--- src/rtl/spi_pkg.sv ---
// Shared types and constants for the SPI register slave.
package spi_pkg;

    localparam int SPI_ADDR_W = 7;
    localparam int SPI_DATA_W = 8;

    localparam logic SPI_CMD_RD = 1'b1;
    localparam logic SPI_CMD_WR = 1'b0;

    typedef enum logic [2:0] {
        IDLE,
        CMD,
        RD_DATA,
        WR_DATA,
        DRAIN
    } spi_slv_state_t;

endpackage

--- src/rtl/spi_sync_edge.sv ---
// Multi-flop synchronizer for one asynchronous input, with single-cycle rise/fall pulses
// derived from the synchronized level.
module spi_sync_edge #(
    parameter int   SYNC_STAGES = 2,
    parameter logic RST_VAL     = 1'b0
) (
    input  logic clk,
    input  logic rst_n,
    input  logic din,
    output logic dout,
    output logic rise,
    output logic fall
);

    logic [SYNC_STAGES-1:0] sync_p0;
    logic                   prev_p1;

    always_ff @(posedge clk) begin
        if (!rst_n) begin
            sync_p0 <= {SYNC_STAGES{RST_VAL}};
            prev_p1 <= RST_VAL;
        end else begin
            sync_p0 <= {sync_p0[SYNC_STAGES-2:0], din};
            prev_p1 <= sync_p0[SYNC_STAGES-1];
        end
    end

    assign dout = sync_p0[SYNC_STAGES-1];
    assign rise = dout & ~prev_p1;
    assign fall = ~dout & prev_p1;

endmodule

--- src/rtl/spi_reg_slave.sv ---
// SPI mode-0 slave turning {rw,addr},{data} frames into register read/write strobes.
// Define SPI_REG_BURST_EN to stream further data bytes with an auto-incremented address.
module spi_reg_slave
    import spi_pkg::*;
#(
    parameter int ADDR_W      = SPI_ADDR_W,
    parameter int DATA_W      = SPI_DATA_W,
    parameter int SYNC_STAGES = 2
) (
    input  logic              clk,
    input  logic              rst_n,
    input  logic              sclk,
    input  logic              mosi,
    input  logic              cs_n,
    output logic              miso,
    output logic              miso_oe,
    output logic [ADDR_W-1:0] reg_addr,
    output logic              reg_wr_en,
    output logic [DATA_W-1:0] reg_wr_data,
    output logic              reg_rd_en,
    input  logic [DATA_W-1:0] reg_rd_data,
    output logic              busy,
    output logic              frame_err
);

    localparam int               CNT_W    = $clog2(DATA_W);
    localparam logic [CNT_W-1:0] LAST_BIT = CNT_W'(DATA_W - 1);

    spi_slv_state_t         state, state_nxt;
    logic                   sclk_unused, sclk_rise, sclk_fall;
    logic                   cs_s, cs_rise, cs_fall, mosi_s;
    logic [SYNC_STAGES-1:0] mosi_sync_p0;
    logic [CNT_W-1:0]       bit_cnt;
    logic [DATA_W-2:0]      rx_shift;
    logic [DATA_W-1:0]      rx_byte, tx_shift;
    logic                   in_frame, bit_rise, bit_fall, byte_done;
    logic                   cmd_done, rd_req, wr_req, err_req, rd_load_p1;

    spi_sync_edge #(.SYNC_STAGES(SYNC_STAGES), .RST_VAL(1'b0)) u_sclk_sync (
        .clk  (clk),
        .rst_n(rst_n),
        .din  (sclk),
        .dout (sclk_unused),
        .rise (sclk_rise),
        .fall (sclk_fall)
    );

    spi_sync_edge #(.SYNC_STAGES(SYNC_STAGES), .RST_VAL(1'b1)) u_cs_sync (
        .clk  (clk),
        .rst_n(rst_n),
        .din  (cs_n),
        .dout (cs_s),
        .rise (cs_rise),
        .fall (cs_fall)
    );

    always_ff @(posedge clk) begin
        if (!rst_n) mosi_sync_p0 <= '0;
        else        mosi_sync_p0 <= {mosi_sync_p0[SYNC_STAGES-2:0], mosi};
    end
    assign mosi_s = mosi_sync_p0[SYNC_STAGES-1];

    // Edges only count inside a live frame; a cs_n rise in the same clk masks them via cs_s.
    assign in_frame  = (state == CMD) || (state == RD_DATA) || (state == WR_DATA);
    assign bit_rise  = sclk_rise && !cs_s && in_frame;
    assign bit_fall  = sclk_fall && !cs_s && (state == RD_DATA);
    assign byte_done = bit_rise && (bit_cnt == LAST_BIT);
    assign rx_byte   = {rx_shift, mosi_s};
    assign busy      = !cs_s;
    assign miso_oe   = !cs_s;

    always_ff @(posedge clk) begin
        if (!rst_n) state <= IDLE;
        else        state <= state_nxt;
    end

    always_comb begin
        state_nxt = state;
        cmd_done  = 1'b0;
        rd_req    = 1'b0;
        wr_req    = 1'b0;
        err_req   = 1'b0;
        case (state)
            IDLE: if (cs_fall) state_nxt = CMD;
            CMD, RD_DATA, WR_DATA: begin
                if (cs_rise) begin
                    state_nxt = IDLE;
                    err_req   = (bit_cnt != '0);
                end else if (byte_done) begin
                    if (state == CMD) begin
                        cmd_done  = 1'b1;
                        rd_req    = (rx_byte[DATA_W-1] == SPI_CMD_RD);
                        state_nxt = (rx_byte[DATA_W-1] == SPI_CMD_WR) ? WR_DATA : RD_DATA;
                    end else begin
                        wr_req = (state == WR_DATA);
`ifdef SPI_REG_BURST_EN
                        rd_req = (state == RD_DATA);
`else
                        state_nxt = DRAIN;
`endif
                    end
                end
            end
            DRAIN:   if (cs_rise) state_nxt = IDLE;
            default: state_nxt = IDLE;
        endcase
    end

    // Strobe stage: requests become one-clk strobes; read data lands one clk after reg_rd_en.
    always_ff @(posedge clk) begin
        if (!rst_n) begin
            bit_cnt     <= '0;
            miso        <= 1'b0;
            reg_addr    <= '0;
            reg_wr_en   <= 1'b0;
            reg_wr_data <= '0;
            reg_rd_en   <= 1'b0;
            rd_load_p1  <= 1'b0;
            frame_err   <= 1'b0;
        end else begin
            reg_wr_en  <= wr_req;
            reg_rd_en  <= rd_req;
            rd_load_p1 <= reg_rd_en;
            frame_err  <= err_req;
            if (state_nxt == IDLE || state_nxt == DRAIN) bit_cnt <= '0;
            else if (bit_rise)                           bit_cnt <= bit_cnt + CNT_W'(1);
            if (wr_req) reg_wr_data <= rx_byte;
            if (cmd_done) reg_addr <= rx_byte[ADDR_W-1:0];
`ifdef SPI_REG_BURST_EN
            else if (reg_wr_en || (rd_req && state == RD_DATA)) reg_addr <= reg_addr + ADDR_W'(1);
`endif
            if (bit_fall)               miso <= tx_shift[DATA_W-1];
            else if (state != RD_DATA)  miso <= 1'b0;
        end
    end

    always_ff @(posedge clk) begin
        if (bit_rise) rx_shift <= rx_byte[DATA_W-2:0];
        if (rd_load_p1)    tx_shift <= reg_rd_data;
        else if (bit_fall) tx_shift <= {tx_shift[DATA_W-2:0], 1'b0};
    end

endmodule

--- config.mk ---
export PLATFORM = sky130hd
export DESIGN_NAME = spi_reg_slave
export DESIGN_NICKNAME = d
export VERILOG_FILES = /design/src/rtl/spi_pkg.sv /design/src/rtl/spi_sync_edge.sv /design/src/rtl/spi_reg_slave.sv
export SDC_FILE = /design/constraint.sdc
export NUM_CORES = 1
export LEC_CHECK = 0
export BUFFER_PORTS_ARGS = -buffer_cell sky130_fd_sc_hd__buf_2
export CAP_MARGIN = 20
export CORE_MARGIN = 3
export CORE_UTILIZATION = 30
export DETAILED_ROUTE_END_ITERATION = 8
export SLEW_MARGIN = 20
export SYNTH_ARGS = -nofsm -noshare
export SYNTH_HDL_FRONTEND = slang
export SYNTH_HIERARCHICAL = 1
export SYNTH_SLANG_ARGS = --single-unit
--- constraint.sdc ---
create_clock -name clk -period 1.8 [get_ports clk]
set_input_delay 0.09 -clock clk [delete_from_list [all_inputs] [get_ports clk]]
set_output_delay 0.09 -clock clk [all_outputs]
set_load 0.03 [all_outputs]
==> results of run 1 <==
-- routing by layer --
layer  vias to the layer above  track usage  part of all wire
li1                        749            -                 -
met1                       677        0.160              0.51
met2                        35        0.160              0.42
met3                         5       0.0363             0.048
met4                         0       0.0481             0.018
met5                         -            0                 0
-- power groups by stage --
stage	registers, uW	clock network [uW]	logic, uW
floorplan	1170	0	51.3
detailed placement	1170	0	77.9
CTS	1150	719	82.8
global placement	1170	0	77.0
finish	1150	683	82.7
global route	1150	756	91.6
-- kinds of logic after synthesis --
kind of cell	after synthesis	share of synthesized area
adder cells (fa/ha/maj)	3	0.0183
buffers and inverters	19	0.0433
flip-flops	49	0.551
multiplexers	15	0.0774
AO/OA/AOI/OAI	32	0.105
AND/OR/NAND/NOR	67	0.205
-- sequential cells by signal, summed over array words and instances (netlist names) --
name	cells
frame_err	1
u_sclk_sync/prev_p1	1
tx_shift	8
rd_load_p1	1
reg_wr_data	8
u_sclk_sync/sync_p0	2
u_cs_sync/prev_p1	1
state	3
bit_cnt	3
rx_shift	7
miso	1
mosi_sync_p0	2
reg_addr	7
reg_wr_en	1
u_cs_sync/sync_p0	2
reg_rd_en	1
-- layout by cell type, fill, tap and decap left out, types with 4 or more instances in the layout --
cell type / instances
dfxtp_1: 34
buf_2: 33
nand2_1: 15
edfxtp_1: 15
buf_4: 9
mux2i_1: 8
nand4_1: 8
o31ai_1: 8
a21oi_1: 8
mux2_1: 7
and2_1: 7
clkbuf_8: 6
nand2b_1: 5
nor2b_1: 5
inv_1: 4
o21ai_0: 4
-- through the flow --
stage / std cells / worst slack, ps
after global placement: 290 / 123
after CTS: 301 / 50.9
final: 302 / 196
after floorplan: 185 / 253
after global routing: 302 / 86.5
after detailed placement: 290 / 56.8
-- final cells by class --
cell class	count	area, sq um
fillers	629	4040
flip-flops and latches	49	1130
multi-input cells	117	836
repair buffers	46	283
well taps	77	96.3
clock buffers	6	82.6
inverters	5	18.8
clock inverters	2	12.5
-- worst paths after layout --
check / to / cells past startpoint
worst max-delay path: reg_addr[5] / 7
worst min-delay path: tx_shift[0] / 2
worst max register to register: reg_addr[5] / 7
worst min register to register: u_cs_sync/sync_p0[1] / 1
-- what timing repair did --
item | 4_1_cts | 5_1_grt
gates resized for setup | 0 | 1
hold endpoints to repair | 3 | 0
endpoints found under the setup margin | 0 | 16
buffers inserted | 0 | 1
hold buffers | 3 | 0
-- critical path, stage by stage, from the launching register on --
cell and delay [ps]:
dfxtp_1 370, ha_1 160, ha_1 170, nand4bb_1 130
buf_4 210, nor3_4 190, buf_12 160, mux2i_1 170
==> flow_summary.toml, run 1 <==
[pwr]
p_clk_frac = 0.357
combPwrFrac = 0.043
total_leakage_power_uw = 0.000940
ir_worst_vdd_v = 0.000374
sequentialPowerShare = 0.599
switching_power_uw = 423
power.total_uw = 1910
p_per_area_mw_per_mm2 = 777
p_int_uw = 1490
swShare = 0.221

[sta]
timing.setup.tns_ps = 0
finalCritPeriodShare = 0.891
max_freq_mhz = 623
rsz0062_at_grt = "no"
skew_ps = 8.01
relSlewSlack = 0.712
setup_viol = 0
final-max-slew-violation-count = 0
finalHoldViolCount = 0
holdWs_ps = 65.3
layout_min_cycle_time_ps = 1600
worst_pin_slew_ps = 430

[final_layout]
nets = 240
fin_util = 0.379
stdcell_area_sq_mm = 0.00246
diodes = 0
syn_to_final_growth_pct = 19.8
drive_above_1_share = 0.244

[placement]
io_buffers = 33
place.gp.congestion = 0.807
postPlaceCellArea_sq_mm = 0.00231
dp.final_hpwl_um = 2920

[logic_synthesis]
yosysTopAreaCell = "dfxtp_1"
synth-main-ff-cell = "dfxtp_1"
synth.most_common_cell = "dfxtp_1"
syn-num-nets = 201
synthArstFlopShare = 0
ys_seq_elements = 49
synth_area_sq_mm = 0.00205
yosys-top-cells-area = "dfxtp_1 (33%), edfxtp_1 (22%), mux2i_1 (3.9%)"
ys_seq_area_frac = 0.551
netlist.area_leader.share = 0.332
synth.distinct_cells = 45
syn_inst = 185
syn-mean-instance-area_sq_um = 11.1
yosys_warnings = 6
ys_top_cells_by_count = "dfxtp_1 (34), edfxtp_1 (15), nand2_1 (15), clkbuf_1 (9)"
synth_edf_count = 15

[grt]
grt_pass1_wl_um = 6820
antenna_found_initial = 0
track_usage = 0.114
grt_overflow = 0
grt_pass1_vias = 1418
grt_max_degree = 24

[clock_tree]
cts_sinks = 49
htreeDepth = 2
cts-root-buf = "clkbuf_8"
clockBufferDepth = 2
cts_made_buffers = 5
cts_tree = "built"
clk_latency_ps = 300
clk_pin_slew_ps = 90

[setup_path]
worst-path-max-fanout = 11
rr_startpoint = "bit_cnt[1]"
path_class = "flip-flop to flip-flop"
cp-startpoint = "bit_cnt[1]"
critPathLaunchType = "flip-flop"
rrSetupSlack_ps = 200
critPathCaptureType = "flip-flop"
cp.required_ps = 2040
critPathArrivalTime_ps = 1840

[drt]
first_iter_violations = 50
drc = 0
wl_per_cell_um = 13.6
drt_pass1_iterations = 5
via_count = 1466
viasPerCell = 4.85
ant_nets = 0
wirelength_um = 4110

[min_path]
hold_start = "reg_rd_data[0]"
hp-class = "input port to flip-flop"

[die]
die_area_sq_mm = 0.00787
die_x_um = 88.7
initial_utilization = 0.316
num_io_pins = 34
die_h_um = 88.7
rows = 29
core_sq_mm = 0.00649

[run_status]
status = "complete, no violations"

[run]
cap_viol_max_count = 0
Note: power is estimated with default switching activity, not from simulation.
==> run 2: changes to the inputs <==
- clock period: 1.8 -> 1.5 ns (I/O delays scaled with it)
==> flow_summary.toml, run 2 (synthesis results as in run 1) <==
[run_status]
status = "finished, violations left"
failed_checks = "setup timing"

[grt]
grt_pass1_wl_um = 7160
grt_overflow = 0
grt_pass1_vias = 1473
antenna_found_initial = 0
grt_max_degree = 24
track_usage = 0.119

[die]
rows = 29
die_area_sq_mm = 0.00787
core_sq_mm = 0.00649
die_h_um = 88.7
die_x_um = 88.7
initial_utilization = 0.316
num_io_pins = 34

[placement]
io_buffers = 33
place_inst = 305
place.gp.congestion = 0.772
dp.final_hpwl_um = 3050

[clock_tree]
cts-root-buf = "clkbuf_8"
clk_pin_slew_ps = 90
cts_made_buffers = 5
htreeDepth = 2
clockBufferDepth = 2
clk_latency_ps = 300
cts_sinks = 49
cts_tree = "built"

[sta]
skew_ps = 5.56
final-max-slew-violation-count = 0
final.setup.worst_slack_ps = -54.7
max_freq_mhz = 643
layout_min_cycle_time_ps = 1550
timing.setup.tns_ps = -97.3
setup_viol = 3
finalCritPeriodShare = 1.04
relSlewSlack = 0.741
finalHoldViolCount = 0
rsz0062_at_grt = "yes"
worst_pin_slew_ps = 389

[final_layout]
syn_to_final_growth_pct = 35.5
top_regs = "reg_wr_data x8, tx_shift x8"
drive_above_1_share = 0.374
diodes = 0
final_common_cell = "buf_2"
nets = 258
finalNonFillerCells = 320
most-common-layout-cells = "buf_2 (33), dfxtp_1 (31), buf_4 (23), nand2_1 (15), edfxtp_1 (15)"
fin_util = 0.428

[pwr]
ir_worst_vdd_v = 0.000537
power.total_uw = 2620
p_per_area_mw_per_mm2 = 941
total_leakage_power_uw = 0.00107

[min_path]
hold_start = "reg_rd_data[0]"
hp-class = "input port to flip-flop"

[setup_path]
critPathArrivalTime_ps = 1780
cp.required_ps = 1730
slowest_stage = "dfxtp_4"
cp_cell_sequence = "ha_4 -> ha_4 -> buf_6 -> and4bb_2 -> buf_4 -> buf_4 -> a211oi_2"
critPathMaxStageDelay_ps = 370
worst-path-max-fanout = 3
critPathLaunchType = "flip-flop"
path_class = "flip-flop to flip-flop"
critPathCaptureType = "flip-flop"
rr_startpoint = "bit_cnt[1]"
cp-startpoint = "bit_cnt[1]"

[drt]
wirelength_um = 4440
viasPerCell = 4.87
drt_pass1_iterations = 4
drc = 0
ant_nets = 0
wl_per_cell_um = 13.9
via_count = 1559
first_iter_violations = 62

[run]
cap_viol_max_count = 0
==> run 2: cell types whose count changed in the layout (fill, tap and decap cells not counted), sizes merged <==
cell    delta
buf       +18
clkbuf     -1
clkinv     -1
bufinv     +2
==> run 2: cell type report <==
cell class | count | area (sq um)
multi-input combinational | 117 | 958
inverter | 5 | 18.8
clock buffer | 5 | 68.8
sequential | 49 | 1140
clock inverter | 3 | 68.8
timing repair buffer | 64 | 433
tap | 77 | 96.3
fill | 621 | 3710
==> run 2: worst max-delay path, delay by kind of cell, from the launching register on <==
kind	cells	cell delay, ps
AND/OR/NAND/NOR	1	240
AO/OA/AOI/OAI	1	190
adder cells (fa/ha/maj)	2	310
buffers and inverters	3	380
flip-flops	1	370
==> run 2: per-layer routing <==
layer	GRT usage	up-vias	routed length [um]
met2	0.166	31	1930
met3	0.0289	6	160
met1	0.166	739	2270
met4	0.0659	0	88
li1	-	783	-
met5	0	-	0
==> run 2: final timing paths <==
path                            depth (start not counted)              endpoint  slack (ps)
worst min-delay path                                    2           tx_shift[0]          50
worst max register to register                          7              state[0]         -50
worst min register to register                          1  u_cs_sync/sync_p0[1]         420
worst max-delay path                                    7              state[0]         -50
==> run 2: what timing repair did <==
action,4_1_cts,5_1_grt
endpoints found under the hold margin,3,0
hold buffers,3,0
resized for setup,15,15
setup buffers,3,1
endpoints found under the setup margin,19,20
pin swaps,5,15
==> run 2: metrics by stage <==
stage               area, sq um  worst slack, ps  hold slack, ps
floorplan                  2060            -21.3             148
global placement           2440            -66.2             258
detailed placement         2440            -89.9             260
CTS                        2690            -2.90            36.3
global route               2780             -113            36.0
finish                     2780            -54.7            46.3
==> run 2: power by group <==
group / switching, uW / leakage (uW) / internal (uW)
clock network: 459 / 0.0000687 / 671
registers: 5.76 / 0.000414 / 1360
logic: 64.2 / 0.000588 / 54.6
==> run 3: changes to the inputs <==
- ABC_AREA: not set -> 1
- PLACE_DENSITY: not set -> 0.59
==> flow_summary.toml, run 3 <==
[clock_tree]
clockBufferDepth = 2
cts_sinks = 49
cts-root-buf = "clkbuf_8"
cts_made_buffers = 5
htreeDepth = 2
cts_tree = "built"
clk_latency_ps = 300
clk_pin_slew_ps = 80

[setup_path]
cp_cell_sequence = "ha_1 -> ha_1 -> nand3_4 -> inv_2 -> nand2_1 -> nand3_2 -> a21oi_1"
critPathCaptureType = "flip-flop"
critPathTopFamily = "adder cells"
critPathLaunchType = "flip-flop"
worst-path-max-fanout = 5
path_class = "flip-flop to flip-flop"
cpMostUsedCell = "ha_1"
path_buf_inv = 1
cp.required_ps = 1730
critPathArrivalTime_ps = 1630
slowest_stage = "dfxtp_1"
critPathMaxStageDelay_ps = 320

[sta]
final-max-slew-violation-count = 0
rsz0062_at_grt = "yes"
finalHoldViolCount = 0
relSlewSlack = 0.825
worst_pin_slew_ps = 260
timing.setup.tns_ps = 0
skew_ps = 5.19
finalCritPeriodShare = 0.933
max_freq_mhz = 715
layout_min_cycle_time_ps = 1400
setup_viol = 0

[run_status]
status = "complete, no violations"

[drt]
wl_per_cell_um = 10.8
ant_nets = 0
viasPerCell = 4.27
drc = 0
drt_pass1_iterations = 4
wirelength_um = 3650
via_count = 1439
first_iter_violations = 47

[grt]
grt_pass1_wl_um = 6220
track_usage = 0.107
grt_pass1_vias = 1388
grt_max_degree = 21
antenna_found_initial = 0
grt_overflow = 0

[final_layout]
fin_util = 0.402
nets = 277
finalNonFillerCells = 337
top_regs = "reg_wr_data x8, tx_shift x8"
final_common_cell = "nand2_1"
diodes = 0
drive_above_1_share = 0.271
syn_to_final_growth_pct = 27.7
most-common-layout-cells = "nand2_1 (47), dfxtp_1 (33), buf_2 (33), inv_1 (27), a21oi_1 (21)"

[logic_synthesis]
syn_inst = 208
synth_area_sq_mm = 0.00190
ys_top_cells_by_count = "nand2_1 (48), dfxtp_1 (34), inv_1 (27), a21oi_1 (21)"
yosys-top-cells-area = "dfxtp_1 (36%), edfxtp_1 (24%), nand2_1 (9.5%)"
yosysTopAreaCell = "dfxtp_1"
synthArstFlopShare = 0
syn-mean-instance-area_sq_um = 9.13
yosys_warnings = 6
synth-main-ff-cell = "dfxtp_1"
synth.most_common_cell = "nand2_1"
ys_seq_area_frac = 0.596
ys_seq_elements = 49
netlist.area_leader.share = 0.358
synth_edf_count = 15
synth.distinct_cells = 25
syn-num-nets = 224

[placement]
io_buffers = 33
place.gp.congestion = 0.824
dp.final_hpwl_um = 2690
place_inst = 325

[pwr]
p_per_area_mw_per_mm2 = 995
total_leakage_power_uw = 0.00109
ir_worst_vdd_v = 0.000431

[min_path]
hp-class = "input port to flip-flop"

[die]
die_x_um = 85.6
num_io_pins = 34
core_sq_mm = 0.00603
die_h_um = 85.6
rows = 28
initial_utilization = 0.315
die_area_sq_mm = 0.00732

[run]
cap_viol_max_count = 0
-- run 3: per-layer routing --
| metal | vias up | part of all wire | global-route usage |
|---|---|---|---|
| met4 | 0 | 0.025 | 0.0604 |
| met3 | 7 | 0.044 | 0.0259 |
| li1 | 775 | - | - |
| met5 | - | 0 | 0 |
| met1 | 634 | 0.49 | 0.133 |
| met2 | 23 | 0.44 | 0.169 |
-- run 3: area by class of cell --
cell class / count / area, sq um
fill: 628 / 3600
sequential: 49 / 1130
multi-input combinational: 125 / 661
timing repair buffer: 49 / 305
inverter: 31 / 116
tap: 75 / 93.8
clock buffer: 7 / 86.3
clock inverter: 1 / 30.0
-- run 3: path summary, 6_finish.rpt --
path,cells after the start,slack [ps],to,startpoint
worst min-delay path,3,40,tx_shift[0],reg_rd_data[0]
worst max register to register,7,100,bit_cnt[0],bit_cnt[0]
worst max-delay path,7,100,bit_cnt[0],bit_cnt[0]
worst min register to register,2,410,u_cs_sync/sync_p0[1],u_cs_sync/sync_p0[0]
-- run 3: timing repair --
action                                  4_1_cts  5_1_grt
endpoints found under the setup margin        0       27
setup buffers                                 0        1
hold buffers                                  3        0
endpoints found under the hold margin         3        0
resized for setup                             0       11
-- run 3: stage by stage --
stage	hold WS [ps]	setup WS [ps]	power, uW	area [sq um]
floorplan	144	3.39	1450	1900
global placement	254	57.7	1480	2230
detailed placement	257	32.1	1480	2230
CTS	33.8	19.8	2450	2380
global route	43.4	-24.9	2510	2420
finish	37.9	101	2410	2420
-- run 3: worst register-to-register path, delay by kind of cell (launching register included) --
kind / cells / cell delay [ps]
buffers and inverters: 1 / 70
DFF: 1 / 320
AOI/OAI and AO/OA: 1 / 160
and+or+nand+nor: 3 / 380
adders and majority gates: 2 / 410
-- run 3: power breakdown --
group          switching, uW  internal [uW]  total (uW)
sequential              7.08           1370        1370
clock                    409            543         952
combinational           51.7           35.5        87.2
total                    468           1940        2410
-- run 3: kinds of logic after synthesis --
kind of cell    count (synthesis)  share of synthesized area
fa+ha+maj                       3                     0.0198
buf+inv                        34                     0.0692
xor+xnor                        1                    0.00461
simple gates                   88                      0.223
compound gates                 33                     0.0883
flops                          49                      0.596
